## config.mk

```make
export PLATFORM = sky130hd
export DESIGN_NAME = exec_trace_capture_flat
export DESIGN_NICKNAME = d
export VERILOG_FILES = /design/src/rtl/exec_trace_pkg.sv /design/src/rtl/exec_trace_capture_if.sv /design/src/rtl/trace_buf_ram.sv /design/src/rtl/exec_trace_capture.sv /design/src/flat_wrapper.sv
export SDC_FILE = /design/constraint.sdc
export NUM_CORES = 1
export LEC_CHECK = 0
export ABC_AREA = 1
export CAP_MARGIN = 20
export CORE_UTILIZATION = 55
export DETAILED_ROUTE_END_ITERATION = 10
export GPL_TIMING_DRIVEN = 0
export PLACE_DENSITY_LB_ADDON = 0.2
export SLEW_MARGIN = 30
export SYNTH_ARGS = -nofsm -noshare
export SYNTH_HDL_FRONTEND = slang
export SYNTH_SLANG_ARGS = --single-unit
```

## constraint.sdc

```tcl
create_clock -name clk -period 4 [get_ports clk]
set_input_delay 0.4 -clock clk [delete_from_list [all_inputs] [get_ports clk]]
set_output_delay 0.4 -clock clk [all_outputs]
set_load 0.01 [all_outputs]
```

## src/rtl/exec_trace_pkg.sv

```systemverilog
// Shared types and constants for the execution trace capture block.
// Holds the FSM state encoding, default widths and the address-width helper.
package exec_trace_pkg;

  localparam int TRACE_PC_W   = 16;
  localparam int TRACE_DATA_W = 16;
  localparam int ENTRY_W      = TRACE_PC_W + TRACE_DATA_W;

  typedef enum logic [2:0] {
    ST_IDLE    = 3'd0,
    ST_ARMED   = 3'd1,
    ST_CAPTURE = 3'd2,
    ST_DONE    = 3'd3,
    ST_READOUT = 3'd4
  } trace_state_e;

  // Pointer width for a power-of-two depth; never narrower than one bit.
  function automatic int log2_ceil(input int value);
    return (value <= 2) ? 1 : $clog2(value);
  endfunction

endpackage

```

## src/rtl/exec_trace_capture_if.sv

```systemverilog
// Readout stream of the trace buffer: valid/ready with {pc, alu} payload and a last marker.
// The capture block is the master (it drives valid/data/last); the host is the slave.
interface exec_trace_capture_if
  import exec_trace_pkg::*;
#(
  parameter int PC_W   = TRACE_PC_W,
  parameter int DATA_W = TRACE_DATA_W
) ();

  logic                     rd_valid;
  logic                     rd_ready;
  logic [PC_W+DATA_W-1:0]   rd_data;
  logic                     rd_last;

  modport master (
    output rd_valid,
    output rd_data,
    output rd_last,
    input  rd_ready
  );

  modport slave (
    input  rd_valid,
    input  rd_data,
    input  rd_last,
    output rd_ready
  );

endinterface

```

## src/rtl/trace_buf_ram.sv

```systemverilog
// Simple dual-port trace storage: synchronous write, asynchronous (combinational) read.
module trace_buf_ram
  import exec_trace_pkg::*;
#(
  parameter int DEPTH = 16,
  parameter int WIDTH = ENTRY_W,
  localparam int AW   = log2_ceil(DEPTH)
) (
  input  logic             clk,
  input  logic             we,
  input  logic [AW-1:0]    waddr,
  input  logic [WIDTH-1:0] wdata,
  input  logic [AW-1:0]    raddr,
  output logic [WIDTH-1:0] rdata
);

  logic [WIDTH-1:0] mem [DEPTH];

  // NOTE: the array has no reset branch on purpose; a reset would turn it into
  // DEPTH*WIDTH flops with reset muxes instead of a RAM, and stale entries are
  // never read because readout is bounded by the captured count.
  always_ff @(posedge clk) begin
    if (we) begin
      mem[waddr] <= wdata;
    end
  end

  assign rdata = mem[raddr];

endmodule

```

## src/rtl/exec_trace_capture.sv

```systemverilog
// Captures retired {pc, alu_result} pairs into a trace buffer, optionally from a trigger PC,
// then streams the captured entries out over a valid/ready port.
module exec_trace_capture
  import exec_trace_pkg::*;
#(
  parameter int DEPTH  = 16,
  parameter int PC_W   = TRACE_PC_W,
  parameter int DATA_W = TRACE_DATA_W,
  localparam int AW    = log2_ceil(DEPTH)
) (
  input  logic                 clk,
  input  logic                 reset,
  input  logic                 arm,
  input  logic                 stop,
  input  logic                 trig_en,
  input  logic [PC_W-1:0]      trig_pc,
  input  logic [PC_W-1:0]      pc_in,
  input  logic [DATA_W-1:0]    alu_in,
  exec_trace_capture_if.master rd_if,
  output logic [AW:0]          count,
  output logic [2:0]           state_o
);

  localparam int EW = PC_W + DATA_W;
  localparam int CW = AW + 1;
  localparam logic [CW-1:0] LAST_FILL = CW'(DEPTH - 1);

  trace_state_e      state_q, state_d;
  logic [CW-1:0]     count_q, count_d;
  logic [AW-1:0]     wr_ptr_q, wr_ptr_d;
  logic [AW-1:0]     rd_ptr_q, rd_ptr_d;
  logic [PC_W-1:0]   prev_pc_q, prev_pc_d;
  logic              prev_valid_q, prev_valid_d;
  logic              rd_valid_q, rd_valid_d;
  logic              rd_last_q, rd_last_d;
  logic [EW-1:0]     rd_data_q, rd_data_d;

  logic              retire;
  logic              trig_hit;
  logic              wr_en;
  logic [AW-1:0]     rd_ptr_nxt;
  logic [AW-1:0]     rd_addr;
  logic [CW-1:0]     last_idx;
  logic [EW-1:0]     ram_rdata;

  // A new instruction retires whenever the observed PC moves.
  assign retire     = !prev_valid_q || (pc_in != prev_pc_q);
  assign trig_hit   = !trig_en || (pc_in == trig_pc);
  assign rd_ptr_nxt = rd_ptr_q + AW'(1);
  assign last_idx   = count_q - CW'(1);

  // DONE fetches entry 0; during READOUT the next entry is prefetched so a
  // handshake can present it on the following cycle without a bubble.
  assign rd_addr = (state_q == ST_DONE) ? '0 : rd_ptr_nxt;

  trace_buf_ram #(
    .DEPTH (DEPTH),
    .WIDTH (EW)
  ) u_buf (
    .clk   (clk),
    .we    (wr_en && reset),
    .waddr (wr_ptr_q),
    .wdata ({pc_in, alu_in}),
    .raddr (rd_addr),
    .rdata (ram_rdata)
  );

  always_comb begin
    // NOTE: every _d starts from its _q (or a fixed value) so that no path
    // through the case leaves a signal unassigned and infers a latch.
    state_d      = state_q;
    count_d      = count_q;
    wr_ptr_d     = wr_ptr_q;
    rd_ptr_d     = rd_ptr_q;
    rd_valid_d   = rd_valid_q;
    rd_last_d    = rd_last_q;
    rd_data_d    = rd_data_q;
    prev_pc_d    = pc_in;
    prev_valid_d = 1'b1;
    wr_en        = 1'b0;

    unique case (state_q)
      ST_IDLE: begin
        if (arm) begin
          state_d  = ST_ARMED;
          count_d  = '0;
          wr_ptr_d = '0;
        end
      end

      ST_ARMED, ST_CAPTURE: begin
        // count_q[AW] set means the buffer already holds DEPTH entries.
        wr_en = retire && !count_q[AW] && ((state_q == ST_CAPTURE) || trig_hit);
        if (wr_en) begin
          wr_ptr_d = wr_ptr_q + AW'(1);
          count_d  = count_q + CW'(1);
        end
        if ((state_q == ST_ARMED) && (!trig_en || wr_en)) begin
          state_d = ST_CAPTURE;
        end
        if (stop || (wr_en && (count_q == LAST_FILL))) begin
          state_d = ST_DONE;
        end
      end

      ST_DONE: begin
        rd_ptr_d = '0;
        if (count_q == '0) begin
          state_d = ST_IDLE;
        end else begin
          state_d    = ST_READOUT;
          rd_valid_d = 1'b1;
          rd_data_d  = ram_rdata;
          rd_last_d  = (count_q == CW'(1));
        end
      end

      ST_READOUT: begin
        if (rd_valid_q && rd_if.rd_ready) begin
          if (rd_last_q) begin
            state_d    = ST_IDLE;
            rd_valid_d = 1'b0;
            rd_last_d  = 1'b0;
          end else begin
            rd_ptr_d  = rd_ptr_nxt;
            rd_data_d = ram_rdata;
            rd_last_d = ({1'b0, rd_ptr_nxt} == last_idx);
          end
        end
      end

      default: state_d = ST_IDLE;
    endcase
  end

  // NOTE: state flops use non-blocking assignments so every register samples
  // the pre-edge values, independent of statement order.
  always_ff @(posedge clk) begin
    if (!reset) begin
      state_q      <= ST_IDLE;
      count_q      <= '0;
      wr_ptr_q     <= '0;
      rd_ptr_q     <= '0;
      prev_pc_q    <= '0;
      prev_valid_q <= 1'b0;
      rd_valid_q   <= 1'b0;
      rd_last_q    <= 1'b0;
      rd_data_q    <= '0;
    end else begin
      state_q      <= state_d;
      count_q      <= count_d;
      wr_ptr_q     <= wr_ptr_d;
      rd_ptr_q     <= rd_ptr_d;
      prev_pc_q    <= prev_pc_d;
      prev_valid_q <= prev_valid_d;
      rd_valid_q   <= rd_valid_d;
      rd_last_q    <= rd_last_d;
      rd_data_q    <= rd_data_d;
    end
  end

  assign rd_if.rd_valid = rd_valid_q;
  assign rd_if.rd_data  = rd_data_q;
  assign rd_if.rd_last  = rd_last_q;
  assign count          = count_q;
  assign state_o        = state_q;

endmodule

```

## src/flat_wrapper.sv

```systemverilog
// flat-port wrapper written by rule: the top's interface ports become plain ports
module exec_trace_capture_flat import exec_trace_pkg::*;
#(
  parameter int DEPTH  = 16,
  parameter int PC_W   = TRACE_PC_W,
  parameter int DATA_W = TRACE_DATA_W,
  localparam int AW    = log2_ceil(DEPTH)
)
  (clk, reset, arm, stop, trig_en, trig_pc, pc_in, alu_in, count, state_o, rd_if_rd_valid, rd_if_rd_data, rd_if_rd_last, rd_if_rd_ready);
  exec_trace_capture_if #(.PC_W(PC_W), .DATA_W(DATA_W)) rd_if_i ();
  input  logic clk;
  input  logic reset;
  input  logic arm;
  input  logic stop;
  input  logic trig_en;
  input  logic [PC_W-1:0] trig_pc;
  input  logic [PC_W-1:0] pc_in;
  input  logic [DATA_W-1:0] alu_in;
  output logic [AW:0] count;
  output logic [2:0] state_o;
  output wire logic [$bits(rd_if_i.rd_valid)-1:0] rd_if_rd_valid;
  output wire logic [$bits(rd_if_i.rd_data)-1:0] rd_if_rd_data;
  output wire logic [$bits(rd_if_i.rd_last)-1:0] rd_if_rd_last;
  input wire logic [$bits(rd_if_i.rd_ready)-1:0] rd_if_rd_ready;
  assign rd_if_rd_valid = rd_if_i.rd_valid;
  assign rd_if_rd_data = rd_if_i.rd_data;
  assign rd_if_rd_last = rd_if_i.rd_last;
  assign rd_if_i.rd_ready = rd_if_rd_ready;
  exec_trace_capture #(.DEPTH(DEPTH), .PC_W(PC_W), .DATA_W(DATA_W)) u_core (.clk(clk), .reset(reset), .arm(arm), .stop(stop), .trig_en(trig_en), .trig_pc(trig_pc), .pc_in(pc_in), .alu_in(alu_in), .rd_if(rd_if_i), .count(count), .state_o(state_o));
endmodule
```

==> results of run 1 <==
[stage by stage]
step / instance area (um^2) / setup TNS [ns]
final: 27300 / 0
after global routing: 27300 / 0
after CTS: 27300 / 0
after detailed placement: 25600 / -13.48
after global placement: 25000 / -900.65
after floorplan: 23300 / 0
[final timing paths]
kind | start | to | slack, ns
worst min-delay path | reset | u_core.prev_valid_q | 0.27
worst min register to register | u_core.rd_ptr_q[2] | u_core.rd_ptr_q[2] | 0.50
worst max-delay path | pc_in[13] | u_core.u_buf.mem[14][27] | 0.51
worst max register to register | u_core.state_o[0] | u_core.rd_if.rd_data[9] | 0.98
[cells by family after synthesis]
group	after synthesis	share of synthesized area
AOI/OAI and AO/OA	378	0.115
xor gates and xnor gates	13	0.00520
and+or+nand+nor	614	0.108
adders and majority gates	9	0.00482
buffers and inverters	301	0.0511
DFF	579	0.716
[cell type report]
type,instances,share of cell area
clock inverter,22,0.00572
buffer,119,0.0187
tap,539,0.0247
sequential,579,0.611
timing repair buffer,113,0.0526
inverter,182,0.0250
clock buffer,82,0.0589
multi-input combinational,1014,0.203
[critical path: cells and delay by family]
kind / cells / cell delay (ns)
AND/OR/NAND/NOR: 11 / 2.00
buffers and inverters: 3 / 1.37
[per-layer routing]
metal / GRT usage / part of all wire / vias to the layer above
li1: - / - / 7261
met2: 0.492 / 0.48 / 925
met4: 0.132 / 0.042 / 0
met5: 0 / 0 / -
met1: 0.395 / 0.39 / 7864
met3: 0.0414 / 0.090 / 176
[synthesized netlist by cell type]
cell      number  share of area
a21oi_1       39         0.0084
a22oi_1        1        0.00032
dfxtp_1       67          0.057
buf_1          9         0.0014
o211ai_1      64          0.021
nor2_2         1        0.00027
xnor2_1        6         0.0023
a21boi_0       2        0.00064
nand2_2        1        0.00027
a211oi_1       3        0.00096
xor2_1         6         0.0023
o221ai_1     128          0.048
edfxtp_1     512           0.66
inv_1        175          0.028
a311oi_1      32          0.012
xnor2_2        1        0.00070
buf_2         29         0.0062
a21oi_2        1        0.00038
o21ai_2        1        0.00038
nor3_1         5         0.0011
a31oi_1        1        0.00027
ha_1           9         0.0048
buf_4          5         0.0016
nand3_4        1        0.00075
o21ai_0      106          0.023
nand4_1        3        0.00080
nand3_1      145          0.031
nor2_1       169          0.027
nor2_4         1        0.00048
clkbuf_1      75          0.012
buf_6          1        0.00048
nand2_1      288          0.046
inv_2          7         0.0011
[registers in the layout, summed over array words and instances, names as in the netlist]
name	count
u_core.prev_pc_q	16
u_core.rd_if.rd_last	1
u_core.rd_if.rd_valid	1
u_core.wr_ptr_q	4
u_core.rd_if.rd_data	32
u_core.count	5
u_core.prev_valid_q	1
u_core.u_buf.mem	512
u_core.rd_ptr_q	4
u_core.state_o	3
[power by group through the flow]
stage	clock [W]	combinational [W]	sequential (W)
4_1_cts	0.00511	0.00202	0.00689
3_5_place_dp	0	0.00200	0.00701
5_1_grt	0.00533	0.00221	0.00691
2_1_floorplan	0	0.00108	0.00703
3_3_place_gp	0	0.00191	0.00702
6_report	0.00511	0.00203	0.00689
==> qor.txt, run 1 <==
clock root buffer: clkbuf_16
initial antenna violation count: 1
leakage: 9.33 nW
filler cell count: 3,079
vias in the first global route: 15,862
WHS: 0.275 ns
Final ANT Viol Nets: 0
Worst EP required: 4.30 ns
wire per inst: 24.3 um
Hold Path Depth: 1
Int Pwr: 0.0103 W
core area: 41,900 um^2
setup repair after global routing missed its margin: no
worst vdd ir: 0.313 mV
Top cell by count, worst path: nand2_1
sequential element share of the synthesized area: 0.716
DP Cell Count: 2,546
post-CTS resize count: 0
Clock Sinks: 579
Max-Cap Viols: 0
Clock Tree Buf Depth: 3
vias after detailed routing: 16,226
share of cells above drive strength 1: 0.0777
grt total ovfl: 0
Min-Delay Path Class: primary input to flip-flop
total wire length: 64.3 mm
outcome: finished clean
Rel. slew slack: 0.333
commonest non-fill, non-tap cell in the layout: edfxtp_1
Setup crit end kind: flip-flop
Slowest-stage cell, CP: clkdlybuf4s50_1
Cells after Synth: 1,894
switching pwr: 0.00368 W
Tot Pwr: 0.0140 W
Seq. cell area: 16,700 um^2
All-Layer GR Usage: 0.298
YS warnings: 0
TritonCTS clock tree: done
Tightest Pin Transition: 1.00 ns
clock power share: 0.364
CP startpoint kind: primary input
total number of H-tree levels: 2
Layout Skew: 0.00977 ns
Cell Count, Final, Fillers Out: 2,650
CP max stage delay: 0.97 ns
FF-to-FF path depth: 8
Comb power frac: 0.145
CTS buffer count: 56
DR vias/cell: 6.12
Final #Nets: 2,128
FP Rows: 75
Worst-path clk slew: 0.06 ns
Setup WS post-layout: 0.511 ns
ant diodes: 0
crit path time final: 3.49 ns
crit-path cells: clkdlybuf4s50_1 -> inv_1 -> nand2_1 -> nand2_1 -> nor2_1 -> nand2_1 -> nor2_1 -> nand2_1 -> nand2_1 -> nand4_1 -> nor2_1 -> nand2_1 -> nor2_4 -> buf_16
post-place setup slack: -0.0980 ns
Mean Syn Cell Area: 12.3 um^2
crit path DAT: 3.79 ns
switch share: 0.263
die height: 208 um
synthesis-to-layout area growth: 17.2%
GP Congestion: 0.832
# DRC: 0
synthesized net count: 1,957
post-synthesis register bit count: 579
Tcrit/Tclk final: 0.872
critical path class: primary input to flip-flop
register share of total power: 0.491
Finished Core Util: 0.652
DRT Pass-1 Iters: 6
post-synthesis instance area: 23,300 um^2
boundary pin count: 96
die area: 43,300 um^2
final hold violation count: 0
area of the multi-input gates: 5560 um^2
Die Wd: 208 um
Hold Buf Count CTS: 0
synth unique cells: 33
hpwl dp: 42.3 mm
number of port buffers: 95
global-route wire length before repair: 95.3 mm
largest net degree at the start of global routing: 22
Power Dens Cells: 513 nW/um^2
clk_lat worst skew: 0.59 ns
crit-path max FO: 19
fmax: 0.287 GHz
most frequent cells in the layout: edfxtp_1, nand2_1, inv_1
drt initial violations: 1,899
total setup buffers inserted after CTS: 0
final setup fails: 0
final slew viol count: 0
Initial Util: 0.557
Power figures use the tool's default switching activity.
==> run 2: changes to the inputs <==
- CAP_MARGIN: 20 -> 15
==> run 2 against run 1 <==
Clock-buffer cell count is 4 higher. Largest power group unchanged. Register-to-register slack got worse by 0.04 ns. Clock skew rose by 0.013 ns. Routed wire length down 0.87%. Worst hold slack got worse by 0.013 ns. First-iteration DRC count decreased by 1.9%. Sequential power hardly changed. Die area unchanged. Critical path type unchanged. Sequential share of layout area down 0.10 points. Via count up 0.18%.
==> qor.txt, run 2 (same netlist as run 1, synthesis figures left out) <==
Final ANT Viol Nets: 0 (unchanged)
Worst EP required: 4.31 ns (was 4.30 ns)
CTS buffer count: 57 (was 56)
Clock Sinks: 579 (unchanged)
Tightest Pin Transition: 0.935 ns (was 1.00 ns)
Initial Util: 0.557 (unchanged)
DR vias/cell: 6.13 (was 6.12)
Seq. cell area: 16,700 um^2 (unchanged)
area of the multi-input gates: 5560 um^2 (unchanged)
Hold Buf Count CTS: 0 (unchanged)
number of flip-flops in the largest register: 512 (unchanged)
switching pwr: 0.00371 W (was 0.00368 W)
final hold violation count: 0 (unchanged)
crit path time final: 3.51 ns (was 3.49 ns)
clock root buffer: clkbuf_16 (unchanged)
clk_lat worst skew: 0.61 ns (was 0.59 ns)
WL met2: 30.7 mm (was 30.9 mm)
grt total ovfl: 0 (unchanged)
filler cell count: 3,069 (was 3,079)
synthesis-to-layout area growth: 17.3% (was 17.2%)
DRT Pass-1 Iters: 5 (was 6)
outcome: finished clean (unchanged)
GP Congestion: 0.832 (unchanged)
metal1 wirelength: 24.5 mm (was 24.9 mm)
total wire length: 63.7 mm (was 64.3 mm)
Min-Delay Path Class: primary input to flip-flop (unchanged)
Clock Tree Buf Depth: 3 (unchanged)
boundary pin count: 96 (unchanged)
Biggest register: u_core.u_buf.mem (unchanged)
share of cells above drive strength 1: 0.0809 (was 0.0777)
global-route wire length before repair: 94.5 mm (was 95.3 mm)
wire per inst: 24.0 um (was 24.3 um)
crit path DAT: 3.82 ns (was 3.79 ns)
clock power share: 0.367 (was 0.364)
Comb power frac: 0.144 (was 0.145)
post-CTS resize count: 0 (unchanged)
die area: 43,300 um^2 (unchanged)
drt initial violations: 1,863 (was 1,899)
total number of H-tree levels: 2 (unchanged)
# DRC: 0 (unchanged)
CP startpoint kind: primary input (unchanged)
crit-path max FO: 20 (was 19)
worst vdd ir: 0.432 mV (was 0.313 mV)
vias in the first global route: 15,895 (was 15,862)
core area: 41,900 um^2 (unchanged)
Rel. slew slack: 0.376 (was 0.333)
TritonCTS clock tree: done (unchanged)
critical path class: primary input to flip-flop (unchanged)
Layout Skew: 0.0225 ns (was 0.00977 ns)
Setup TNS: 0 ns (unchanged)
total setup buffers inserted after CTS: 0 (unchanged)
hpwl dp: 42.3 mm (about the same)
setup repair after global routing missed its margin: no (unchanged)
switch share: 0.264 (was 0.263)
initial antenna violation count: 0 (was 1)
die height: 208 um (unchanged)
Setup WS post-layout: 0.491 ns (was 0.511 ns)
most frequent cells in the layout: edfxtp_1, nand2_1, inv_1 (unchanged)
post-place setup slack: -0.0813 ns (was -0.0980 ns)
Setup crit end kind: flip-flop (unchanged)
register share of total power: 0.489 (was 0.491)
top layer in use: met4 (unchanged)
final setup fails: 0 (unchanged)
Final #Nets: 2,129 (was 2,128)
number of port buffers: 95 (unchanged)
ant diodes: 0 (unchanged)
Power Dens Cells: 514 nW/um^2 (was 513 nW/um^2)
commonest non-fill, non-tap cell in the layout: edfxtp_1 (unchanged)
fmax: 0.285 GHz (was 0.287 GHz)
FP Rows: 75 (unchanged)
Die Wd: 208 um (unchanged)
All-Layer GR Usage: 0.296 (was 0.298)
vias after detailed routing: 16,256 (was 16,226)
largest net degree at the start of global routing: 22 (unchanged)
met3 routed WL: 6.09 mm (was 5.76 mm)
Tcrit/Tclk final: 0.877 (was 0.872)
Max-Cap Viols: 0 (unchanged)
Int Pwr: 0.0104 W (was 0.0103 W)
leakage: 9.36 nW (was 9.33 nW)
Worst-path clk slew: 0.06 ns (about the same)
final slew viol count: 0 (unchanged)
## run 2: power by group through the flow
stage               sequential [W]  clock [W]  combinational [W]
floorplan                  0.00703          0            0.00108
global placement           0.00702          0            0.00191
detailed placement         0.00701          0            0.00200
CTS                        0.00689    0.00519            0.00202
global route               0.00691    0.00540            0.00221
finish                     0.00689    0.00518            0.00203
## run 2: layer usage
layer | global-route usage | vias up
met3 | 0.0478 | 156
met5 | 0 | -
met4 | 0.128 | 0
li1 | - | 7262
met2 | 0.488 | 957
met1 | 0.390 | 7881
## run 2: worst paths after layout
path / from / to / slack [ns] / cells past startpoint
max: pc_in[3] / u_core.u_buf.mem[14][4] / 0.49 / 14
min: reset / u_core.prev_valid_q / 0.26 / 1
max reg2reg: u_core.state_o[0] / u_core.rd_if.rd_data[9] / 0.94 / 8
min reg2reg: u_core.rd_ptr_q[2] / u_core.rd_ptr_q[2] / 0.50 / 2
## run 2: critical path: stages
cell             delay [ns]
clkdlybuf4s50_1        1.04
inv_1                  0.15
nand2_1                0.10
nand2_1                0.05
nor2_1                 0.10
nand2_1                0.06
nor2_1                 0.09
nand2_1                0.09
nand2_1                0.11
nand4_1                0.13
nor2_1                 0.26
nand2_1                0.31
nor2_4                 0.66
buf_16                 0.25
## run 2: area by class of cell
| cell class | instances | share of cell area |
|---|---|---|
| flip-flops and latches | 579 | 0.610 |
| multi-input cells | 1014 | 0.203 |
| clock buffers | 86 | 0.0609 |
| repair buffers | 113 | 0.0525 |
| inverters | 182 | 0.0249 |
| well taps | 539 | 0.0246 |
| plain buffers | 119 | 0.0186 |
| clock inverters | 22 | 0.00525 |
## run 2: per-stage QoR
step | std cells | total power [W] | utilization | hold slack (ns) | area (um^2)
2_1_floorplan | 1894 | 0.00811 | - | 0.428 | 23300
3_3_place_gp | 2528 | 0.00892 | 0.595 | 0.484 | 25000
3_5_place_dp | 2546 | 0.00902 | 0.610 | 0.485 | 25600
4_1_cts | 2654 | 0.0141 | 0.653 | 0.243 | 27400
5_1_grt | 2654 | 0.0145 | 0.653 | 0.275 | 27400
6_report | 2654 | 0.0141 | 0.653 | 0.262 | 27400
